$ cat src/rtl/binary_to_bcd_seq.sv
// Sequential binary-to-BCD converter (double dabble), one input bit per clock.
// Valid/ready handshake on both the binary input and the packed BCD output.
module binary_to_bcd_seq #(
    parameter int unsigned BIN_W  = 8,
    parameter int unsigned DIGITS = 3
) (
    input  logic                  clk,
    input  logic                  rst,
    input  logic                  in_valid,
    output logic                  in_ready,
    input  logic [BIN_W-1:0]      bin_in,
    output logic                  out_valid,
    input  logic                  out_ready,
    output logic [4*DIGITS-1:0]   bcd_out,
    output logic                  busy
);

    localparam int unsigned BCD_W = 4 * DIGITS;
    localparam int unsigned CNT_W = (BIN_W < 2) ? 1 : $clog2(BIN_W + 1);

    typedef enum logic [1:0] {
        IDLE  = 2'd0,
        SHIFT = 2'd1,
        DONE  = 2'd2
    } state_t;

    state_t             state;
    state_t             state_next;
    logic [BIN_W-1:0]   bin_q;
    logic [BIN_W-1:0]   bin_next;
    logic [BCD_W-1:0]   bcd_q;
    logic [BCD_W-1:0]   bcd_next;
    logic [BCD_W-1:0]   bcd_adj;
    logic [CNT_W-1:0]   cnt;
    logic [CNT_W-1:0]   cnt_next;

    // Add-3 correction on every digit >= 5, digits adjusted independently
    always_comb begin
        bcd_adj = bcd_q;
        for (int unsigned d = 0; d < DIGITS; d++) begin
            if (bcd_q[4*d +: 4] >= 4'd5) begin
                bcd_adj[4*d +: 4] = bcd_q[4*d +: 4] + 4'd3;
            end
        end
    end

    always_comb begin
        state_next = state;
        bin_next   = bin_q;
        bcd_next   = bcd_q;
        cnt_next   = cnt;
        case (state)
            IDLE: begin
                if (in_valid) begin
                    bin_next   = bin_in;
                    bcd_next   = '0;
                    cnt_next   = '0;
                    state_next = SHIFT;
                end
            end
            SHIFT: begin
                {bcd_next, bin_next} = {bcd_adj[BCD_W-2:0], bin_q, 1'b0};
                cnt_next = cnt + CNT_W'(1);
                if (cnt == CNT_W'(BIN_W - 1)) begin
                    state_next = DONE;
                end
            end
            DONE: begin
                if (out_ready) begin
                    state_next = IDLE;
                end
            end
            default: state_next = IDLE;
        endcase
    end

    // Status outputs are registered from the next state so they track state exactly
    always_ff @(posedge clk or posedge rst) begin
        if (rst) begin
            state     <= IDLE;
            bin_q     <= '0;
            bcd_q     <= '0;
            cnt       <= '0;
            in_ready  <= 1'b1;
            out_valid <= 1'b0;
            busy      <= 1'b0;
        end else begin
            state     <= state_next;
            bin_q     <= bin_next;
            bcd_q     <= bcd_next;
            cnt       <= cnt_next;
            in_ready  <= (state_next == IDLE);
            out_valid <= (state_next == DONE);
            busy      <= (state_next != IDLE);
        end
    end

    assign bcd_out = bcd_q;

endmodule

$ cat config.mk
export PLATFORM = sky130hd
export DESIGN_NAME = binary_to_bcd_seq
export DESIGN_NICKNAME = d
export VERILOG_FILES = /design/src/rtl/binary_to_bcd_seq.sv
export SDC_FILE = /design/constraint.sdc
export NUM_CORES = 1
export LEC_CHECK = 0
export BUFFER_PORTS_ARGS = -buffer_cell sky130_fd_sc_hd__buf_2
export CORE_AREA = 3 3 64 66
export CTS_BUF_LIST = sky130_fd_sc_hd__clkbuf_8
export DETAILED_ROUTE_END_ITERATION = 7
export DIE_AREA = 0 0 67 69
export SETUP_SLACK_MARGIN = 0.4
export SLEW_MARGIN = 40
export SYNTH_ARGS = -nofsm -noshare
export SYNTH_HDL_FRONTEND = slang
export SYNTH_SLANG_ARGS = --single-unit
$ cat constraint.sdc
create_clock -name clk -period 3.05 [get_ports clk]
set_input_delay 0.1525 -clock clk [delete_from_list [all_inputs] [get_ports clk]]
set_output_delay 0.1525 -clock clk [all_outputs]
set_load 0.005 [all_outputs]
==> summary.md <==
| Metric | Value |
|---|---|
| Post-Place Cells | `218` |
| Family with the most delay on the worst path | `flip-flops` |
| Final core occ | `49.2%` |
| Sw frac | `38.1%` |
| H-tree levels | `2` |
| Worst-path clk slew | `0.06 ns` |
| CTS Buf Count | `5` |
| Port buffer count | `26` |
| Clock Skew | `0.00643 ns` |
| Synth unique cells | `33` |
| Post-Syn Area | `1570 um^2` |
| Final TNS setup | `0 ns` |
| WP data arrival | `1.86 ns` |
| Post-synth EDFFs | `0` |
| Crit path buf inv count | `0` |
| DRC violation count after routing | `0` |
| Slowest cell on crit path | `dfrtp_1` |
| Most frequent cells in the layout | `28 x dfrtp_1, 26 x buf_2, 15 x nand2_1` |
| CP cell instances | `nor2b_4 -> o2111ai_1 -> o221ai_1` |
| Row count | `22` |
| Status | `complete, no violations` |
| Synth area leaders | `dfrtp_1 45%, ha_1 5.6%, o21ai_0 4.5%` |
| Dpl ws | `1.40 ns` |
| Metal3 WL | `162 um` |
| Most common cell after layout, fill and taps aside | `dfrtp_1` |
| Yosys warns | `0` |
| Final wirelength | `3260 um` |
| CP required | `3.24 ns` |
| Antenna violations before repair | `0` |
| Antenna-violating nets left | `0` |
| Lkg Pwr | `0.839 nW` |
| Crit start category | `register` |
| First-pass GRT wire length | `5620 um` |
| NumNets Final | `197` |
| WL met2 | `1590 um` |
| Sequential area share after synthesis | `46.3%` |
| Slew Viols, Final | `0` |
| PwrDens | `959 nW/um^2` |
| Largest stage delay, worst path | `0.66 ns` |
| I/O Pins | `27` |
| Fin crit period | `1.67 ns` |
| GRT overflow | `0` |
| Chip height | `69 um` |
| Detail Placement HPWL | `2230 um` |
| Crit path capture type | `register` |
| Syn Nets | `172` |
| Ant. Diodes | `0` |
| Gpl congestion | `0.834` |
| Core outline area | `3630 um^2` |
| Die Wd | `67 um` |
| Comb pwr share | `40.6%` |
| Via count | `1246` |
| Finished Layout Cells | `227` |
| Mean Syn Cell Area | `10.3 um^2` |
| Vias per cell | `5.49` |
| Crit share post-route | `54.9%` |
| Fmax | `0.597 GHz` |
| Total Die Area | `4620 um^2` |
| Fraction of layout cells with a size suffix above 1 | `21.8%` |
| Wire per inst | `14.3 um` |
| Hold Violations, Final | `0` |
| Hold WS | `0.133 ns` |
| RSZ-0062 raised after global routing | `false` |
| Slew headroom | `59.1%` |
| Clk buf depth | `2` |
| Endpoints failing setup | `0` |
| Top cell type's share of synthesized area | `44.7%` |
| Hold buffer count at CTS | `1` |
| Clk root buf | `clkbuf_8` |
| Max-cap violations | `0` |
| Largest net degree at the start of global routing | `30` |
| IR drop worst, VDD | `0.000275 V` |
| Sw Pwr | `654 uW` |
| Setup ws final | `1.38 ns` |
| DRT iter0 DRCs | `60` |
| Initial Utilization | `43.2%` |
| Sequential power share | `38.9%` |
| Syn Inst Count | `153` |
| Wl on met1 | `1480 um` |
| Clk_lat worst skew | `0.28 ns` |
| Setup CP Type | `register to register` |
| DRT Pass-1 Iters | `4` |
| Top_reg_cell synth | `dfrtp_1` |
| Gr usage total | `15.7%` |
| Worst-Margin Slew | `0.612 ns` |
| Seq cells post-synth | `29` |
| Post-synth ARST share | `100%` |
| Clock power share | `20.6%` |
| Vias in the first global route | `1247` |
| Post-cts resize count | `0` |
| Crit path max fanout | `23` |
| CTS tree | `built` |
| Worst hold path class | `primary input to register` |
| Area growth syn-to-layout | `14.0%` |
| Cell taking the most area after synthesis | `dfrtp_1` |
| Cell Int Power | `1.06 mW` |
| Top sig layer | `met4` |
| Clk sink count | `29` |
| Setup Buffers After CTS | `0` |
## sequential cells by signal (all words and copies together), names as in the netlist
| name | count |
|---|---|
| out_valid | 1 |
| state | 2 |
| in_ready | 1 |
| bin_q | 8 |
| busy | 1 |
| cnt | 4 |
| bcd_out | 12 |
## synthesized netlist by cell type (4+ instances only)
master,count
dfrtp_1,28
o2111ai_1,6
o21ai_0,14
buf_6,6
a22oi_1,6
nand2b_1,4
inv_1,15
nor2b_1,7
a32o_1,4
ha_1,7
nand2_1,15
o31ai_1,4
a21oi_1,4
## cells by family after synthesis
family,after synthesis,synth area share (%)
buf+inv,24,8.85
compound gates,56,26.2
simple gates,34,11.2
fa+ha+maj,7,5.58
xor+xnor,2,1.12
flops,29,46.3
mux,1,0.638
## layout make-up
| class | instances | area (um^2) |
|---|---|---|
| clock buffer | 7 | 96.3 |
| inverter | 15 | 56.3 |
| timing repair buffer | 27 | 140 |
| fill | 368 | 1850 |
| clock inverter | 1 | 5.00 |
| tap | 48 | 60.1 |
| multi-input combinational | 100 | 703 |
| sequential | 29 | 727 |
## power groups by stage
stage,sequential [mW],clock [mW],combinational [mW]
final,0.666,0.353,0.696
after global routing,0.692,0.382,0.790
after CTS,0.667,0.365,0.704
after detailed placement,0.671,0,0.705
after global placement,0.667,0,0.680
after floorplan,0.635,0,0.574
## metrics by stage
stage / area, um^2 / total power, mW
after global routing: 1790 / 1.86
after CTS: 1790 / 1.74
final: 1790 / 1.71
after detailed placement: 1680 / 1.38
after floorplan: 1570 / 1.21
after global placement: 1680 / 1.35
## layer usage
| metal | GRT usage (%) | vias to the layer above |
|---|---|---|
| met3 | 5.21 | 4 |
| met2 | 24.1 | 31 |
| li1 | - | 606 |
| met4 | 5.41 | 0 |
| met1 | 20.4 | 605 |
| met5 | 0 | - |
## path summary, 6_finish.rpt
check                               start     endpoint  slack, ns  depth (start not counted)
worst max-delay path             state[0]   bcd_out[9]       1.38                          3
worst min-delay path            bin_in[0]     bin_q[0]       0.13                          2
min in group asynchronous             rst  bcd_out[11]       0.51                          3
worst max register to register   state[0]   bcd_out[9]       1.38                          3
worst min register to register   bin_q[7]     bin_q[7]       0.49                          2
max in group asynchronous             rst     bin_q[5]       2.14                          3
Power figures use the tool's default switching activity.
